**src/rtl/id_operand_collect_pkg.sv**
```systemverilog
// Shared definitions for the ID-stage operand collector.
// Default widths, the hard-wired zero register number, and the bit layout of
// one forwarding-bus entry. EXE/MEM/WB use that layout when they pack
// {ok, we, waddr, wdata} into their forwarding outputs.
package id_operand_collect_pkg;
  localparam int XLEN_DEF      = 32;
  localparam int RADDR_W_DEF   = 5;
  localparam int NSRC_DEF      = 2;
  localparam int NFWD_DEF      = 3;
  localparam int PAYLOAD_W_DEF = 64;
  localparam int CNT_W_DEF     = 32;

  // Register 0 always reads as zero and is never a forwarding target.
  localparam int ZERO_REG = 0;

  // Layout of one forwarding entry, LSB first: wdata, waddr, we, ok.
  localparam int FWD_DATA_LSB = 0;
  localparam int FWD_ADDR_LSB = FWD_DATA_LSB + XLEN_DEF;
  localparam int FWD_WE_BIT   = FWD_ADDR_LSB + RADDR_W_DEF;
  localparam int FWD_OK_BIT   = FWD_WE_BIT + 1;
  localparam int FWD_ENTRY_W  = FWD_OK_BIT + 1;
endpackage

```
**src/rtl/id_operand_collect_if.sv**
```systemverilog
// Bus bundle for id_operand_collect: upstream slot, downstream slot,
// regfile read ports, forwarding inputs and the stall counter.
// Modports:
//   slave  - the operand collector itself
//   master - the surrounding pipeline (or a testbench)
// Packed arrays keep the flat layout: element i sits at [i*W +: W].
interface id_operand_collect_if
  import id_operand_collect_pkg::*;
#(
  parameter int XLEN      = XLEN_DEF,
  parameter int RADDR_W   = RADDR_W_DEF,
  parameter int NSRC      = NSRC_DEF,
  parameter int NFWD      = NFWD_DEF,
  parameter int PAYLOAD_W = PAYLOAD_W_DEF,
  parameter int CNT_W     = CNT_W_DEF
);
  logic                               in_valid;
  logic                               in_allow_in;
  logic [PAYLOAD_W-1:0]               in_payload;
  logic [NSRC-1:0][RADDR_W-1:0]       in_src_addr;
  logic [NSRC-1:0]                    in_src_used;
  logic                               flush;
  logic [NSRC-1:0][RADDR_W-1:0]       rf_raddr;
  logic [NSRC-1:0][XLEN-1:0]          rf_rdata;
  logic [NFWD-1:0]                    fwd_we;
  logic [NFWD-1:0][RADDR_W-1:0]       fwd_waddr;
  logic [NFWD-1:0][XLEN-1:0]          fwd_wdata;
  logic [NFWD-1:0]                    fwd_ok;
  logic                               out_valid;
  logic                               out_allow_in;
  logic [PAYLOAD_W-1:0]               out_payload;
  logic [NSRC-1:0][XLEN-1:0]          out_src_data;
  logic [CNT_W-1:0]                   stall_cnt;

  modport slave (
    input  in_valid, in_payload, in_src_addr, in_src_used, flush,
           rf_rdata, fwd_we, fwd_waddr, fwd_wdata, fwd_ok, out_allow_in,
    output in_allow_in, rf_raddr, out_valid, out_payload, out_src_data,
           stall_cnt
  );

  modport master (
    output in_valid, in_payload, in_src_addr, in_src_used, flush,
           rf_rdata, fwd_we, fwd_waddr, fwd_wdata, fwd_ok, out_allow_in,
    input  in_allow_in, rf_raddr, out_valid, out_payload, out_src_data,
           stall_cnt
  );
endinterface

```
**src/rtl/id_operand_collect_fwd_select.sv**
```systemverilog
// Forwarding selector for one source operand.
// Picks the youngest matching producer (lowest index) among NFWD forwarding
// sources, falling back to the regfile value. Register 0 always yields zero.
// Ports:
//   used, addr   - held source descriptor
//   rf_data      - regfile read data for this source
//   fwd_*        - forwarding buses, index 0 = youngest
//   data         - resolved operand
//   notready     - youngest matching producer has no result yet
module id_operand_collect_fwd_select
  import id_operand_collect_pkg::*;
#(
  parameter int XLEN    = XLEN_DEF,
  parameter int RADDR_W = RADDR_W_DEF,
  parameter int NFWD    = NFWD_DEF
) (
  input  logic                         used,
  input  logic [RADDR_W-1:0]           addr,
  input  logic [XLEN-1:0]              rf_data,
  input  logic [NFWD-1:0]              fwd_we,
  input  logic [NFWD-1:0][RADDR_W-1:0] fwd_waddr,
  input  logic [NFWD-1:0][XLEN-1:0]    fwd_wdata,
  input  logic [NFWD-1:0]              fwd_ok,
  output logic [XLEN-1:0]              data,
  output logic                         notready
);
  logic            is_zero;
  logic            hit;
  logic            sel_ok;
  logic [XLEN-1:0] sel_data;

  assign is_zero = (addr == RADDR_W'(ZERO_REG));

  // Walk oldest to youngest so the youngest match is the last one written;
  // an older ready producer can never mask a younger pending one.
  always_comb begin
    hit      = 1'b0;
    sel_ok   = 1'b1;
    sel_data = rf_data;
    for (int j = NFWD - 1; j >= 0; j--) begin
      if (used && !is_zero && fwd_we[j] && (fwd_waddr[j] == addr)) begin
        hit      = 1'b1;
        sel_ok   = fwd_ok[j];
        sel_data = fwd_wdata[j];
      end
    end
  end

  assign data     = is_zero ? '0 : sel_data;
  assign notready = hit & ~sel_ok;
endmodule

```
**src/rtl/id_operand_collect.sv**
```systemverilog
// ID-stage operand collector: a single pipeline slot between IF and EXE.
// Holds {payload, src addresses, src used}, reads operands from the regfile or
// the forwarding network every cycle, stalls while a matching producer has no
// result yet, and counts those stall cycles (saturating).
// Ports:
//   clk, reset - clock, asynchronous active-high reset
//   bus        - slave side of id_operand_collect_if (upstream/downstream
//                handshakes, regfile read ports, forwarding, stall_cnt)
module id_operand_collect
  import id_operand_collect_pkg::*;
#(
  parameter int XLEN      = XLEN_DEF,
  parameter int RADDR_W   = RADDR_W_DEF,
  parameter int NSRC      = NSRC_DEF,
  parameter int NFWD      = NFWD_DEF,
  parameter int PAYLOAD_W = PAYLOAD_W_DEF,
  parameter int CNT_W     = CNT_W_DEF
) (
  input logic                clk,
  input logic                reset,
  id_operand_collect_if.slave bus
);
  logic                         valid;
  logic [PAYLOAD_W-1:0]         pay_q;
  logic [NSRC-1:0][RADDR_W-1:0] addr_q;
  logic [NSRC-1:0]              used_q;
  logic [CNT_W-1:0]             cnt_q;

  logic [NSRC-1:0]              notready;
  logic [NSRC-1:0][XLEN-1:0]    src_data;
  logic [NSRC-1:0][XLEN-1:0]    rf_data;
  logic                         ready_go;
  logic                         allow_in;
  logic                         load;
  logic                         xfer_out;
  logic                         stall;

  assign rf_data = bus.rf_rdata;

  for (genvar i = 0; i < NSRC; i++) begin : g_src
    id_operand_collect_fwd_select #(
      .XLEN    (XLEN),
      .RADDR_W (RADDR_W),
      .NFWD    (NFWD)
    ) u_sel (
      .used      (used_q[i]),
      .addr      (addr_q[i]),
      .rf_data   (rf_data[i]),
      .fwd_we    (bus.fwd_we),
      .fwd_waddr (bus.fwd_waddr),
      .fwd_wdata (bus.fwd_wdata),
      .fwd_ok    (bus.fwd_ok),
      .data      (src_data[i]),
      .notready  (notready[i])
    );
  end

  assign ready_go = ~|notready;
  assign allow_in = ~valid | (ready_go & bus.out_allow_in);
  assign load     = bus.in_valid & allow_in;
  assign xfer_out = valid & ready_go & bus.out_allow_in & ~bus.flush;
  // Back-pressure from EXE is not a hazard and is deliberately not counted.
  assign stall    = valid & ~ready_go & ~bus.flush;

  always_ff @(posedge clk or posedge reset) begin
    if (reset) begin
      valid  <= 1'b0;
      pay_q  <= '0;
      addr_q <= '0;
      used_q <= '0;
      cnt_q  <= '0;
    end else begin
      // Flush wins over a same-cycle load; upstream sees the same flush.
      if (bus.flush)    valid <= 1'b0;
      else if (load)    valid <= 1'b1;
      else if (xfer_out) valid <= 1'b0;

      if (load && !bus.flush) begin
        pay_q  <= bus.in_payload;
        addr_q <= bus.in_src_addr;
        used_q <= bus.in_src_used;
      end

      if (stall && (cnt_q != '1)) cnt_q <= cnt_q + 1'b1;
    end
  end

  assign bus.in_allow_in  = allow_in;
  assign bus.rf_raddr     = addr_q;
  assign bus.out_valid    = valid & ready_go & ~bus.flush;
  assign bus.out_payload  = pay_q;
  assign bus.out_src_data = src_data;
  assign bus.stall_cnt    = cnt_q;
endmodule

```
**src/flat_wrapper.sv**
```systemverilog
// flat-port wrapper written by rule: the top's interface ports become plain ports
module id_operand_collect_flat import id_operand_collect_pkg::*;
#(
  parameter int XLEN      = XLEN_DEF,
  parameter int RADDR_W   = RADDR_W_DEF,
  parameter int NSRC      = NSRC_DEF,
  parameter int NFWD      = NFWD_DEF,
  parameter int PAYLOAD_W = PAYLOAD_W_DEF,
  parameter int CNT_W     = CNT_W_DEF
)
  (clk, reset, bus_in_valid, bus_in_payload, bus_in_src_addr, bus_in_src_used, bus_flush, bus_rf_rdata, bus_fwd_we, bus_fwd_waddr, bus_fwd_wdata, bus_fwd_ok, bus_out_allow_in, bus_in_allow_in, bus_rf_raddr, bus_out_valid, bus_out_payload, bus_out_src_data, bus_stall_cnt);
  id_operand_collect_if #(.XLEN(XLEN), .RADDR_W(RADDR_W), .NSRC(NSRC), .NFWD(NFWD), .PAYLOAD_W(PAYLOAD_W), .CNT_W(CNT_W)) bus_i ();
  input logic clk;
  input logic reset;
  input wire logic [$bits(bus_i.in_valid)-1:0] bus_in_valid;
  input wire logic [$bits(bus_i.in_payload)-1:0] bus_in_payload;
  input wire logic [$bits(bus_i.in_src_addr)-1:0] bus_in_src_addr;
  input wire logic [$bits(bus_i.in_src_used)-1:0] bus_in_src_used;
  input wire logic [$bits(bus_i.flush)-1:0] bus_flush;
  input wire logic [$bits(bus_i.rf_rdata)-1:0] bus_rf_rdata;
  input wire logic [$bits(bus_i.fwd_we)-1:0] bus_fwd_we;
  input wire logic [$bits(bus_i.fwd_waddr)-1:0] bus_fwd_waddr;
  input wire logic [$bits(bus_i.fwd_wdata)-1:0] bus_fwd_wdata;
  input wire logic [$bits(bus_i.fwd_ok)-1:0] bus_fwd_ok;
  input wire logic [$bits(bus_i.out_allow_in)-1:0] bus_out_allow_in;
  output wire logic [$bits(bus_i.in_allow_in)-1:0] bus_in_allow_in;
  output wire logic [$bits(bus_i.rf_raddr)-1:0] bus_rf_raddr;
  output wire logic [$bits(bus_i.out_valid)-1:0] bus_out_valid;
  output wire logic [$bits(bus_i.out_payload)-1:0] bus_out_payload;
  output wire logic [$bits(bus_i.out_src_data)-1:0] bus_out_src_data;
  output wire logic [$bits(bus_i.stall_cnt)-1:0] bus_stall_cnt;
  assign bus_i.in_valid = bus_in_valid;
  assign bus_i.in_payload = bus_in_payload;
  assign bus_i.in_src_addr = bus_in_src_addr;
  assign bus_i.in_src_used = bus_in_src_used;
  assign bus_i.flush = bus_flush;
  assign bus_i.rf_rdata = bus_rf_rdata;
  assign bus_i.fwd_we = bus_fwd_we;
  assign bus_i.fwd_waddr = bus_fwd_waddr;
  assign bus_i.fwd_wdata = bus_fwd_wdata;
  assign bus_i.fwd_ok = bus_fwd_ok;
  assign bus_i.out_allow_in = bus_out_allow_in;
  assign bus_in_allow_in = bus_i.in_allow_in;
  assign bus_rf_raddr = bus_i.rf_raddr;
  assign bus_out_valid = bus_i.out_valid;
  assign bus_out_payload = bus_i.out_payload;
  assign bus_out_src_data = bus_i.out_src_data;
  assign bus_stall_cnt = bus_i.stall_cnt;
  id_operand_collect #(.XLEN(XLEN), .RADDR_W(RADDR_W), .NSRC(NSRC), .NFWD(NFWD), .PAYLOAD_W(PAYLOAD_W), .CNT_W(CNT_W)) u_core (.clk(clk), .reset(reset), .bus(bus_i));
endmodule
```
**config.mk**
```make
export PLATFORM = sky130hd
export DESIGN_NAME = id_operand_collect_flat
export DESIGN_NICKNAME = d
export VERILOG_FILES = /design/src/rtl/id_operand_collect_pkg.sv /design/src/rtl/id_operand_collect_if.sv /design/src/rtl/id_operand_collect_fwd_select.sv /design/src/rtl/id_operand_collect.sv /design/src/flat_wrapper.sv
export SDC_FILE = /design/constraint.sdc
export NUM_CORES = 1
export LEC_CHECK = 0
export CORE_AREA = 5 5 165 167
export DETAILED_ROUTE_END_ITERATION = 12
export DIE_AREA = 0 0 170 172
export GPL_TIMING_DRIVEN = 0
export HOLD_SLACK_MARGIN = 0.15
export PLACE_DENSITY = 0.62
export SYNTH_ARGS = -nofsm -noshare
export SYNTH_HDL_FRONTEND = slang
export SYNTH_SLANG_ARGS = --single-unit
```
**constraint.sdc**
```tcl
create_clock -name clk -period 3.3 [get_ports clk]
set_input_delay 0.66 -clock clk [delete_from_list [all_inputs] [get_ports clk]]
set_output_delay 0.66 -clock clk [all_outputs]
set_load 0.02 [all_outputs]
```
# == Word-level counts from Yosys, hierarchy flattened ==
# Index checks and enable logic that the tools add are counted.
# word_totals
register_bits,109
latch_bits,0
mem_bits_rw,0
romBits,0
in_bits,262
memories,0
# op_classes
addsub,1
mul,0
div,0
magnitude_cmp,0
eq_ne,7
n_shift,0
muxes,23
bitwise_logic,15
n_reduce_logical,24
# ops
op,n
32-bit 2-to-1 mux,8
"32-bit by 1-bit adder with 32-bit output, second input constant",1
"32-bit inequality test, second input constant",1
5-bit == test,6
1-bit logical AND,16
1-bit 2-to-1 mux,15
1-bit bitwise AND,10
5-bit logical NOT,2
1-bit logical NOT,4
1-bit NOT,4
3-bit nonzero test,1
2-bit OR reduction,1
1-bit OR,1

# == Depth between registers and ports, before layout ==
# logic_depth
depth_word,18
mapped_depth,13

# == Hierarchy ==
# A second synthesis with hierarchy kept.
# unflattened
cells_unflattened,678
hier_area_um2,7383.3
# by_module_without_submodules
mod,n_inst,cells_per_inst,area_per_inst_um2
id_operand_collect,1,320,4548.1
id_operand_collect_fwd_select,2,179,1417.6

# == Worst setup path before layout ==
# OpenSTA, ideal clock, no wires.
# synth_path
path_type,input -> output
start,input port bus_fwd_waddr[14]
end,output port bus_out_src_data[10]
t_arrival_ns,2.852
t_required_ns,2.640
path_slack_ns,-0.212
cell_stages,9
n_path_buf,2
cell_sequence,xor2_1 > or4_1 > or4_1 > buf_2 > buf_1 > mux2i_1 > a211oi_1 > a21oi_1 > nor2_1
# synth_between
elab_chain_len,6
# synth_rtl
element,line_no,text
from (decl),flat_wrapper.sv:22,input wire logic [$bits(bus_i.fwd_waddr)-1:0] bus_fwd_waddr;
5-bit == test,id_operand_collect_fwd_select.sv:41,if (used && !is_zero && fwd_we[j] && (fwd_waddr[j] == addr)) begin
1-bit logical AND,id_operand_collect_fwd_select.sv:41,
32-bit 2-to-1 mux (3 in series),id_operand_collect_fwd_select.sv:41,
32-bit 2-to-1 mux,id_operand_collect_fwd_select.sv:49,assign data = is_zero ? '0 : sel_data;
to (decl),flat_wrapper.sv:30,output wire logic [$bits(bus_i.out_src_data)-1:0] bus_out_src_data;
# Every way passes these cells.

# == Worst setup path after layout ==
# layout_path
start,register u_core.addr_q (netlist bit u_core.bus.rf_raddr[0])
end,output port bus_out_src_data[22]
# layout_between
elab_chain_len,9
# layout_rtl
element,line_no,text
from (decl),id_operand_collect.sv:25,logic [NSRC-1:0][RADDR_W-1:0] addr_q;
from (signal assigned),id_operand_collect.sv:80,addr_q <= bus.in_src_addr;
5-bit logical NOT,id_operand_collect_fwd_select.sv:32,assign is_zero = (addr == RADDR_W'(ZERO_REG));
1-bit logical NOT,id_operand_collect_fwd_select.sv:41,
1-bit logical AND (3 in series),id_operand_collect_fwd_select.sv:41,
32-bit 2-to-1 mux (3 in series),id_operand_collect_fwd_select.sv:41,
32-bit 2-to-1 mux *,id_operand_collect_fwd_select.sv:49,
# Every way passes the cells marked *; elsewhere a longest branch is shown, timed or not.

==> impl_results.md <==
* GRT Total Usage at 0.2239
* Post-synth EDFFs at 0
* Vias in the first global route at 8,361
* Worst slew pin tran at 811.8 ps
* Max_slew headroom at 0.4588
* Synth warn at 0
* Clock Sinks at 109
* Synth Net Count at 1,010
* DRC at 0
* Rows at 59
* Layout cells sized above 1 at 0.3446
* Port bufs at 433
* Worst path slowest cell: or4_1
* Area leader, netlist: dfrtp_1
* Top FF cell, synth: dfrtp_1
* Sequential-to-total area share from yosys stat at 0.3835
* Layout Cells excl Fill at between 1,500 and 2,000
* Vias at 8,055
* Final setup viols at 140
* Root Driver: clkbuf_16
* WS Path Type: flip-flop to output pin
* Area share of the largest cell type after synthesis at 0.3835
* Post-Place Cells at 1,518
* Cell chain of the critical path: xor2_1 > or4_1 > or4_1 > buf_6 > buf_4 > buf_12 > mux2i_1 > a211oi_1 > a21oi_1 > nor2_2 > buf_6
* FF+latch area at between 2000 and 3000 um2
* Post-synth cell types at 40
* Max-cap violations at 0
* Initial DRC count at 427
* Post-CTS Hold Fix Bufs at 0
* Fmax at between 200 and 300 MHz
* Post-Syn Instances at between 700 and 800
* # IOs at 434
* Crit path launch type: flip-flop
* Syn Area/Cell at 9.521 um2
* Largest net degree at the start of global routing at just over 40
* NumNets Final at 1,527
* Reg clk slew, reported paths at 90 ps
* Leading cell type in the layout, fill and taps excluded: clkdlybuf4s50_1
* Hold WC Path Type: flip-flop to flip-flop
* Synthesized area at ~7000 um2
* Most frequent cells in the layout: clkdlybuf4s50_1 (355), dfrtp_1 (102), buf_6 (91)
* Fin crit share at 1.130
* Die H at 172 um
* CP arrival at between 3000 and 4000 ps
* Critical Path Fanout Max at 6
* Final hold viol count at 0
* Register bit total from synthesis at 109
* Global-route wire length before repair at 50,340 um
* Final period demand of the worst path at 3730 ps
* Skew final at 14.24 ps
* Family with the most delay on the worst path: simple AND/OR/NAND/NOR gates
* Area Overhead vs Synth at 100.5%
* Clock Tree Buf Depth at 2
* Required time of the critical path at 2640 ps
* Hold_ws at 504.2 ps
* Initial Utilization at 0.2776
* Crit-path max cell delay at 490 ps
* WL/cell at around 22 um
* Status: finished, violations left
* Multi-input logic area at 4838 um2
* Buf/Inv on CP at 4
* Die ar. at 29,240 um2
* Router iterations before antenna repair at 4
* Core area at between 20,000 and 30,000 um2
* Routed wire length at between 30,000 and 40,000 um
* Final Max Slew Viols at 0
* CTS tree: done
* Crit end category: output pin
* Pwr Density at 364.6 nW/um2
* Antenna violations before repair at 13
* Post-route ant nets at 0
* Die X at 170 um
* Final setup margin at -429.8 ps
* Vias per cell at 4.997
* Fraction of registers with async set or reset after synthesis at 1.000
* RSZ-0062 raised after global routing: yes
* Filler cells at 2,290
* Dpl hpwl at 27,020 um
* Synth top area cells: dfrtp_1 (38%), mux2i_1 (9.0%), mux2_4 (8.4%), nor2_1 (7.8%), a211oi_1 (6.8%)
* Worst skew pair latency at 360 ps
* H-Tree Depth at 3
* TritonCTS Buffers at 9
* IR Drop Worst-Case VDD at 327.6 uV
* Failing checks: negative setup slack
* GRT overflow at 0
* Leakage at 6.181 nW
* GP Congestion at 0.9403
* Setup TNS at -34,700 ps
-- registers in the layout, summed over array words and instances, names as in the netlist --
name / count
u_core.bus.rf_raddr: 10
u_core.used_q: 2
u_core.valid: 1
u_core.bus.out_payload: 64
u_core.bus.stall_cnt: 32
-- metal layers --
layer | GRT usage | up-vias | share of wire
met5 | 0 | - | 0.0013
li1 | - | 3712 | -
met4 | 0.1031 | 8 | 0.033
met2 | 0.3794 | 403 | 0.49
met3 | 0.07956 | 73 | 0.10
met1 | 0.2539 | 3859 | 0.37
-- path summary, 6_finish.rpt --
| check | startpoint | endpoint | depth (start not counted) | slack (ps) |
|---|---|---|---|---|
| worst min register to register | u_core.bus.stall_cnt[15] | u_core.bus.stall_cnt[15] | 1 | 500 |
| max in group asynchronous | reset | u_core.bus.rf_raddr[0] | 4 | 1870 |
| min in group asynchronous | reset | u_core.bus.out_payload[15] | 2 | 630 |
| worst max register to register | u_core.bus.rf_raddr[7] | u_core.bus.out_payload[19] | 15 | -300 |
| worst min-delay path | u_core.bus.stall_cnt[15] | u_core.bus.stall_cnt[15] | 1 | 500 |
| worst max-delay path | u_core.bus.rf_raddr[0] | bus_out_src_data[22] | 11 | -430 |
-- cell families (layout without fill, tap and decap cells) --
kind of cell    count (synthesis)  in the layout  synth area share
xor+xnor                       58             58           0.07143
buf+inv                        63            584           0.03993
mux                           141            141            0.2331
flops                         109            109            0.3835
fa+ha+maj                       1              1          0.001759
other cells                     0              9                 0
simple gates                  235            235            0.1450
compound gates                140            140            0.1253
-- where the power goes --
group | internal, mW | switching, mW
Combinational | 1.36 | 1.06
Clock | 0.533 | 0.558
Sequential | 1.52 | 0.158
-- Yosys cell counts, drive strengths merged (9+ instances only) --
cell type	n
nor2	147
dfrtp	109
mux2	77
a21oi	65
a211oi	64
mux2i	64
xor2	31
buf	28
xnor2	27
clkbuf	26
nand2	22
nor3	13
nand4	12
nand3	11
inv	9
-- layout make-up --
cell class                      count  share of cell area
Antenna cell                        9            0.001580
Buffer                             47             0.03932
Clock buffer                        9             0.01580
Clock inverter                      6            0.004388
Inverter                            9            0.002633
Multi-Input combinational cell    575              0.3394
Sequential cell                   109              0.1919
Tap cell                          335             0.02940
Timing Repair Buffer              513              0.3755
-- what timing repair did --
item / CTS / global route
resized for setup: 560 / 168
cloned: 5 / 11
pin swaps: 82 / 48
buffers inserted: 35 / 31
endpoints found under the setup margin: 168 / 157
-- per-stage QoR --
step           cell area (um2)  power, mW  setup slack (ps)    util
3_5_place_dp             12100      3.771             -1519  0.4724
2_1_floorplan             7288      2.653            -50.58       -
5_1_grt                  14250      5.435            -524.1  0.5563
4_1_cts                  13330      5.037            -507.7  0.5205
6_report                 14260      5.198            -429.8  0.5565
3_3_place_gp             12040      3.754             -1551  0.4701
Note: power is estimated with default switching activity, not from simulation.
